===== config.mk =====
export PLATFORM = sky130hd
export DESIGN_NAME = ratio_meter_flat
export DESIGN_NICKNAME = d
export VERILOG_FILES = /design/src/rtl/ratio_meter_if.sv /design/src/rtl/ratio_meter.sv /design/src/flat_wrapper.sv
export SDC_FILE = /design/constraint.sdc
export NUM_CORES = 1
export LEC_CHECK = 0
export BUFFER_PORTS_ARGS = -buffer_cell sky130_fd_sc_hd__buf_2
export CAP_MARGIN = 30
export CORE_MARGIN = 3
export CORE_UTILIZATION = 51
export CTS_CLUSTER_SIZE = 12
export DETAILED_ROUTE_END_ITERATION = 10
export HOLD_SLACK_MARGIN = 0.02
export PLACE_DENSITY = 0.74
export SYNTH_ARGS = -nofsm -noshare
export SYNTH_HDL_FRONTEND = slang
export SYNTH_SLANG_ARGS = --single-unit

===== constraint.sdc =====
create_clock -name in -period 1.8 [get_ports in]
set_input_delay 0.18 -clock in [delete_from_list [all_inputs] [get_ports in]]
set_output_delay 0.18 -clock in [all_outputs]
set_load 0.05 [all_outputs]

===== src/rtl/ratio_meter_if.sv =====
// Bus between ratio_meter and its user: measurement control in, period/high-time reports out.
interface ratio_meter_if #(parameter int SIZE = 8);
  logic            enable;
  logic            div_in;
  logic [SIZE-1:0] P;
  logic [SIZE-1:0] H;
  logic            valid;
  logic            upd;
  logic            err;

  modport master (
    output enable,
    output div_in,
    input  P,
    input  H,
    input  valid,
    input  upd,
    input  err
  );

  modport slave (
    input  enable,
    input  div_in,
    output P,
    output H,
    output valid,
    output upd,
    output err
  );
endinterface


===== src/rtl/ratio_meter.sv =====
// Measures period and high time of div_in in cycles of the reference clock `in`.
// Define METER_SYNC_EN to add a two-flop synchronizer ahead of the sampling flop.
module ratio_meter #(
  parameter int SIZE = 8
) (
  input  logic          in,
  input  logic          reset,
  ratio_meter_if.slave  bus
);

  localparam logic [SIZE-1:0] CNT_MAX = '1;
  localparam logic [SIZE-1:0] CNT_ONE = SIZE'(1);

  typedef enum logic [1:0] {
    IDLE,
    SEEK,
    MEASURE
  } state_t;

  state_t          state;
  state_t          state_next;
  logic            s;
  logic            s_d;
  logic            rise;
  logic [SIZE-1:0] cnt;
  logic [SIZE-1:0] cnt_next;
  logic [SIZE-1:0] hcnt;
  logic [SIZE-1:0] hcnt_next;
  logic [SIZE-1:0] p_q;
  logic [SIZE-1:0] p_next;
  logic [SIZE-1:0] h_q;
  logic [SIZE-1:0] h_next;
  logic            valid_q;
  logic            valid_next;
  logic            upd_q;
  logic            upd_next;
  logic            err_q;
  logic            err_next;

`ifdef METER_SYNC_EN
  logic sync1;
  logic sync2;

  always_ff @(posedge in or negedge reset) begin
    if (!reset) begin
      sync1 <= 1'b0;
      sync2 <= 1'b0;
      s     <= 1'b0;
      s_d   <= 1'b0;
    end else begin
      sync1 <= bus.div_in;
      sync2 <= sync1;
      s     <= sync2;
      s_d   <= s;
    end
  end
`else
  always_ff @(posedge in or negedge reset) begin
    if (!reset) begin
      s   <= 1'b0;
      s_d <= 1'b0;
    end else begin
      s   <= bus.div_in;
      s_d <= s;
    end
  end
`endif

  assign rise = s & ~s_d;

  always_ff @(posedge in or negedge reset) begin
    if (!reset) begin
      state   <= IDLE;
      cnt     <= '0;
      hcnt    <= '0;
      p_q     <= '0;
      h_q     <= '0;
      valid_q <= 1'b0;
      upd_q   <= 1'b0;
      err_q   <= 1'b0;
    end else begin
      state   <= state_next;
      cnt     <= cnt_next;
      hcnt    <= hcnt_next;
      p_q     <= p_next;
      h_q     <= h_next;
      valid_q <= valid_next;
      upd_q   <= upd_next;
      err_q   <= err_next;
    end
  end

  // A rise arriving together with cnt at its maximum is reported, not treated as overflow.
  always_comb begin
    state_next = state;
    cnt_next   = cnt;
    hcnt_next  = hcnt;
    p_next     = p_q;
    h_next     = h_q;
    valid_next = valid_q;
    upd_next   = 1'b0;
    err_next   = err_q;

    if (!bus.enable) begin
      state_next = IDLE;
      cnt_next   = '0;
      hcnt_next  = '0;
      valid_next = 1'b0;
      err_next   = 1'b0;
    end else begin
      case (state)
        IDLE: begin
          state_next = SEEK;
          cnt_next   = '0;
          hcnt_next  = '0;
          valid_next = 1'b0;
          err_next   = 1'b0;
        end
        SEEK: begin
          if (rise) begin
            state_next = MEASURE;
            cnt_next   = CNT_ONE;
            hcnt_next  = CNT_ONE;
          end
        end
        MEASURE: begin
          if (rise) begin
            p_next     = cnt;
            h_next     = hcnt;
            upd_next   = 1'b1;
            valid_next = 1'b1;
            cnt_next   = CNT_ONE;
            hcnt_next  = CNT_ONE;
          end else if (cnt == CNT_MAX) begin
            state_next = SEEK;
            err_next   = 1'b1;
            valid_next = 1'b0;
            p_next     = '0;
            h_next     = '0;
            cnt_next   = '0;
            hcnt_next  = '0;
          end else begin
            cnt_next  = cnt + CNT_ONE;
            hcnt_next = hcnt + SIZE'(s);
          end
        end
        default: begin
          state_next = IDLE;
        end
      endcase
    end
  end

  assign bus.P     = p_q;
  assign bus.H     = h_q;
  assign bus.valid = valid_q;
  assign bus.upd   = upd_q;
  assign bus.err   = err_q;

endmodule


===== src/flat_wrapper.sv =====
// flat-port wrapper written by rule: the top's interface ports become plain ports
module ratio_meter_flat 
#(
  parameter int SIZE = 8
)
  (in, reset, bus_enable, bus_div_in, bus_P, bus_H, bus_valid, bus_upd, bus_err);
  ratio_meter_if #(.SIZE(SIZE)) bus_i ();
  input  logic in;
  input  logic reset;
  input wire logic [$bits(bus_i.enable)-1:0] bus_enable;
  input wire logic [$bits(bus_i.div_in)-1:0] bus_div_in;
  output wire logic [$bits(bus_i.P)-1:0] bus_P;
  output wire logic [$bits(bus_i.H)-1:0] bus_H;
  output wire logic [$bits(bus_i.valid)-1:0] bus_valid;
  output wire logic [$bits(bus_i.upd)-1:0] bus_upd;
  output wire logic [$bits(bus_i.err)-1:0] bus_err;
  assign bus_i.enable = bus_enable;
  assign bus_i.div_in = bus_div_in;
  assign bus_P = bus_i.P;
  assign bus_H = bus_i.H;
  assign bus_valid = bus_i.valid;
  assign bus_upd = bus_i.upd;
  assign bus_err = bus_i.err;
  ratio_meter #(.SIZE(SIZE)) u_core (.in(in), .reset(reset), .bus(bus_i));
endmodule

* After elaboration in Yosys (flattened, before gate mapping)
Cells that the tools add are included.
** Storage, ports and cells
- Bits in registers :: 39
- Bits in latches :: 0
- Bits in writable memories :: 0
- Bits in read-only memories :: 0
- Input bits :: 4
- Output and inout bits :: 19
- Logic and storage cells :: 58
- Memories :: 0
** Operators by class
- Add/sub/neg operators :: 2
- Multiply operators :: 0
- Div/mod/pow operators :: 0
- $lt $le $gt $ge :: 0
- Equal/unequal tests :: 9
- Shift-type cells :: 0
- Multiplexer cells :: 28
- Bitwise logic cells :: 2
- Reduce and logical (&&, ||, !) cells :: 7
** Operators by type and width (count)
- two-way mux 8 bit :: 10
- case mux 8 bit (3 select lines) :: 2
- two-way mux 1 bit :: 9
- AND reduction 3 bit :: 3
- adder 8 x 1 -> 8 bit :: 1
- adder 8 x 1 -> 8 bit (second input constant) :: 1
- equality test 8 bit (second input constant) :: 1
- two-way mux 2 bit :: 4
- inequality test 3 x 2 -> 1 bit (second input constant) :: 2
- case mux 2 bit (3 select lines) :: 1
- inequality test 4 x 1 -> 1 bit (second input constant) :: 1
- inequality test 4 x 2 -> 1 bit (second input constant) :: 1
- case mux 1 bit (2 select lines) :: 2
- AND reduction 2 bit :: 2
- inequality test 3 x 1 -> 1 bit (second input constant) :: 1
- inequality test 3 bit (second input constant) :: 1
- equality test 2 x 1 -> 1 bit (second input constant) :: 1
- equality test 2 bit (second input constant) :: 1
- logical NOT 2 bit :: 1
- nonzero test 2 bit :: 1
- AND 1 bit :: 1
- NOT 1 bit :: 1

* Longest topological paths before layout
- Depth in word-level cells :: 5
- Mapped depth :: 9
- Mapped depth without buffers :: 6

* Least setup slack after synthesis
Ideal clock, no wire load.
- Kind :: reg2reg
- From :: register u_core.state[0]
- To :: register u_core.cnt[7]
- Arrival time :: 1839 ps
- Path slack :: -116 ps
- Stages on the path, launching flop included :: 9
- Buffers on the path :: 2
- Clock period less this slack :: 1916 ps
- Cells stage by stage :: dfrtp_1 > inv_1 > ha_1 > nor3b_2 > a21o_1 > buf_2 > a31oi_1 > buf_2 > a21oi_1
** On the way
- Cells in the longest elaborated chain, start to end :: 3
- Elaborated cells on any way between the ends :: 8
** Ends and longest elaborated chain
- start: declaration :: line ratio_meter.sv:20 : state_t state;
- start signal: assignment :: line ratio_meter.sv:82 : state <= state_next;
- equality test 2 bit, or another cell as far along :: line ratio_meter.sv:111 : case (state)
- case mux 8 bit (3 select lines), or another cell as far along :: line ratio_meter.sv:111
- two-way mux 8 bit or AND reduction 2 bit (tied branches)
- end signal: assignment :: line ratio_meter.sv:83 : cnt <= cnt_next;
- end: declaration :: line ratio_meter.sv:25 : logic [SIZE-1:0] cnt;
Parallel ways exist; a longest one is shown, timed or not.
A chain may end at the register's enable or synchronous reset.

* Worst setup path after layout
- From :: register u_core.state[0]
- To :: register u_core.hcnt[2]
** On the way
- Cells in the longest elaborated chain, start to end :: 3
- Elaborated cells on any way between the ends :: 8
** Ends and longest elaborated chain
- equality test 2 bit, or another cell as far along :: line ratio_meter.sv:111
- case mux 8 bit (3 select lines), or another cell as far along :: line ratio_meter.sv:111
- two-way mux 8 bit or AND reduction 2 bit (tied branches)
- end signal: assignment :: line ratio_meter.sv:84 : hcnt <= hcnt_next;
- end: declaration :: line ratio_meter.sv:27 : logic [SIZE-1:0] hcnt;
Parallel ways exist; a longest one is shown, timed or not.

==> out/metrics.csv <==
metric,value,unit
Layout Skew,0.00817,ns
Worst-path clk slew,0.11,ns
commonest cells in the netlist,"dfrtp_1 (39), a22o_1 (16), a21oi_1 (13)",
Worst path top cell family by delay,buffers and inverters,
CP dominant cell by count,buf_4,
grt ovf,0,
worst slack at placement,-0.120,ns
pin count of the biggest net entering global routing,40,
Comb pwr share,0.227,
register area share after synthesis,0.529,
Crit path required time,2.04,ns
Post-synth ARST share,1.00,
syn_area_per_cell,10.8,um^2
initial core utilization,0.540,
Pleak,1.06,nW
syn_nets,181,
final setup margin,0.0126,ns
CTS tree,built,
met1 wire length,1800,um
net switching fraction of the power,0.281,
fmax,0.559,GHz
endpoints failing hold,0,
VDD IR-drop max,0.511,mV
max-cap violations,0,
core footprint,0.00342,mm^2
CTS Buf Count,5,
number of synthesized flops with an enable pin,0,
Vias/cell,5.86,
Clock power frac,0.278,
Yosys top cell area share,0.529,
Die Ht,66.1,um
"top cells by area, synth","dfrtp_1 (53%), a22o_1 (7.6%), ha_1 (4.1%), a21oi_1 (3.5%), nand3_1 (2.4%)",
Setup Crit Path Kind,reg -> reg,
crit path launch type,flip-flop,
diode count,0,
fin util,0.681,
initial antenna violation count,0,
port buffer count,22,
internal power,0.00131,W
Worst setup EP type,flip-flop,
"Slowest-stage cell, CP",dfrtp_1,
Slew HR,0.675,
WL met2,2150,um
first-pass GRT wire length,6820,um
Final Net Count,227,
drt wl/cell,15.9,um
Routability Congestion,0.961,
Tot Pwr,0.00182,W
CTS sink count,39,
clk_lat worst skew,0.35,ns
Flop pwr share,0.494,
DRC,0,
hold crit path type,in -> reg,
root buffer selected by CTS,clkbuf_4,
met3 wire len,172,um
#FFs+latches synth,39,
share of layout cells above drive strength 1,0.339,
area grow syn2layout,26.2,%
vias in the first global route,1468,
final setup TNS,0,ns
H-tree levels,2,
DR top layer,met4,
CP Buf/Inv Count,4,
critical path cell sequence,"inv_2, ha_4, nor3b_4, buf_4, buf_4, a21oi_4, buf_4, nand3_1, a21oi_1",
die area,0.00437,mm^2
Yosys cell types,35,
CP Max Fanout,5,
Gate Count Post-Synth,171,
Placement Rows,21,
pins over their slew limit,0,
Final Critical Period,1.79,ns
synthesized cell area,0.00184,mm^2
io pins,23,
TritonRoute pass-1 iters,6,
Tightest Pin Transition,0.487,ns
outcome,"finished, final reports clean",
First DRT Iteration DRCs,81,
most instantiated library cell after synthesis,dfrtp_1,
critical path's largest stage delay,0.43,ns
CTS max path bufs,2,
hpwl dp,2800,um
Cell Pwr Density,783,mW/mm^2
WP data arrival,2.03,ns
drt total wl,4200,um
"Design Area, Final",0.00233,mm^2
via count,1546,
GR Util All Layers,0.212,
Tcrit/Tclk final,0.993,
Final setup viols,0,
"area leader, netlist",dfrtp_1,
Routed Antenna Nets,0,
dominant synthesized flop cell,dfrtp_1,
Net Switching,0.000512,W
die width,66.1,um
area post-placement,0.00212,mm^2
warnings from Yosys,0,
[kinds of logic (layout without fill, tap and decap cells)]
family | count (synthesis) | after routing | synth area share
buf+inv | 16 | 63 | 0.0468
compound gates | 55 | 55 | 0.217
fa+ha+maj | 6 | 6 | 0.0407
xor+xnor | 4 | 4 | 0.0190
flops | 39 | 39 | 0.529
simple gates | 51 | 51 | 0.147
[cell usage in the layout (no fill, tap or decap), drive strengths merged]
| cell type | instances |
|---|---|
| dfrtp | 39 |
| nor3 | 5 |
| or3 | 4 |
| a21o | 3 |
| nand2b | 2 |
| a211oi | 4 |
| ha | 6 |
| a31oi | 2 |
| and3 | 1 |
| and4 | 1 |
| a2111oi | 2 |
| o31ai | 2 |
| or4 | 2 |
| nor3b | 1 |
| nand2 | 12 |
| dlygate4sd3 | 2 |
| o2bb2ai | 3 |
| o21ai | 8 |
| nand3 | 10 |
| o311ai | 1 |
| nand4 | 3 |
| a22o | 16 |
| a31o | 1 |
| a21oi | 13 |
| nor2b | 1 |
| buf | 46 |
| inv | 7 |
| and2 | 1 |
| clkbuf | 8 |
| nor2 | 8 |
| xnor2 | 4 |
[final timing paths]
check / start / end / slack (ns) / depth (start not counted)
hold / removal: bus_enable / u_core.state[1] / 0.13 / 3
hold reg to reg: u_core.s / u_core.s_d / 0.44 / 0
max in group asynchronous: reset / u_core.cnt[7] / 1.06 / 3
setup / recovery: u_core.state[0] / u_core.hcnt[2] / 0.01 / 9
setup reg to reg: u_core.state[0] / u_core.hcnt[2] / 0.01 / 9
min in group asynchronous: reset / u_core.bus.upd / 0.40 / 3
[metal layers]
layer	global-route usage	vias up
met1	0.261	764
met4	0.132	0
met3	0.0476	8
met5	0	-
li1	-	726
met2	0.335	48
[flip-flops by register name, summed over array words and instances (netlist names)]
register	count
u_core.bus.H	8
u_core.bus.upd	1
u_core.cnt	8
u_core.bus.valid	1
u_core.s_d	1
u_core.state	2
u_core.bus.err	1
u_core.s	1
u_core.hcnt	8
u_core.bus.P	8
[worst reg2reg max path, stage by stage (launching register included)]
cell and delay, ns:
dfrtp_1 0.43, inv_2 0.10, ha_4 0.22, nor3b_4 0.29, buf_4 0.18, buf_4 0.13
a21oi_4 0.05, buf_4 0.16, nand3_1 0.07, a21oi_1 0.07
[timing repair]
| action | in CTS | in global routing |
|---|---|---|
| setup endpoints to repair | 11 | 29 |
| setup buffers | 2 | 5 |
| hold endpoints to repair | 40 | 0 |
| hold buffers | 2 | 0 |
| gates resized for setup | 4 | 13 |
| pin swaps | 3 | 2 |
[metrics by stage]
stage	instances	hold WS [ns]
3_5_place_dp	247	0.260
3_3_place_gp	247	0.246
2_1_floorplan	171	-0.116
4_1_cts	259	0.121
5_1_grt	264	0.127
6_report	264	0.132
[power by group through the flow]
stage                     registers (W)  clock network, W  logic [W]
after CTS                      0.000900          0.000520   0.000346
after floorplan                0.000925                 0   0.000191
after global placement         0.000915                 0   0.000316
final                          0.000901          0.000507   0.000414
after detailed placement       0.000916                 0   0.000328
after global routing           0.000902          0.000564   0.000447
[layout make-up]
| class | count | area [um^2] |
|---|---|---|
| Sequential cell | 39 | 976 |
| Clock buffer | 8 | 68.8 |
| Inverter | 7 | 26.3 |
| Timing Repair Buffer | 48 | 327 |
| Fill cell | 268 | 1090 |
| Tap cell | 46 | 57.6 |
| Multi-Input combinational cell | 116 | 872 |
(Power assumes the default switching activity.)
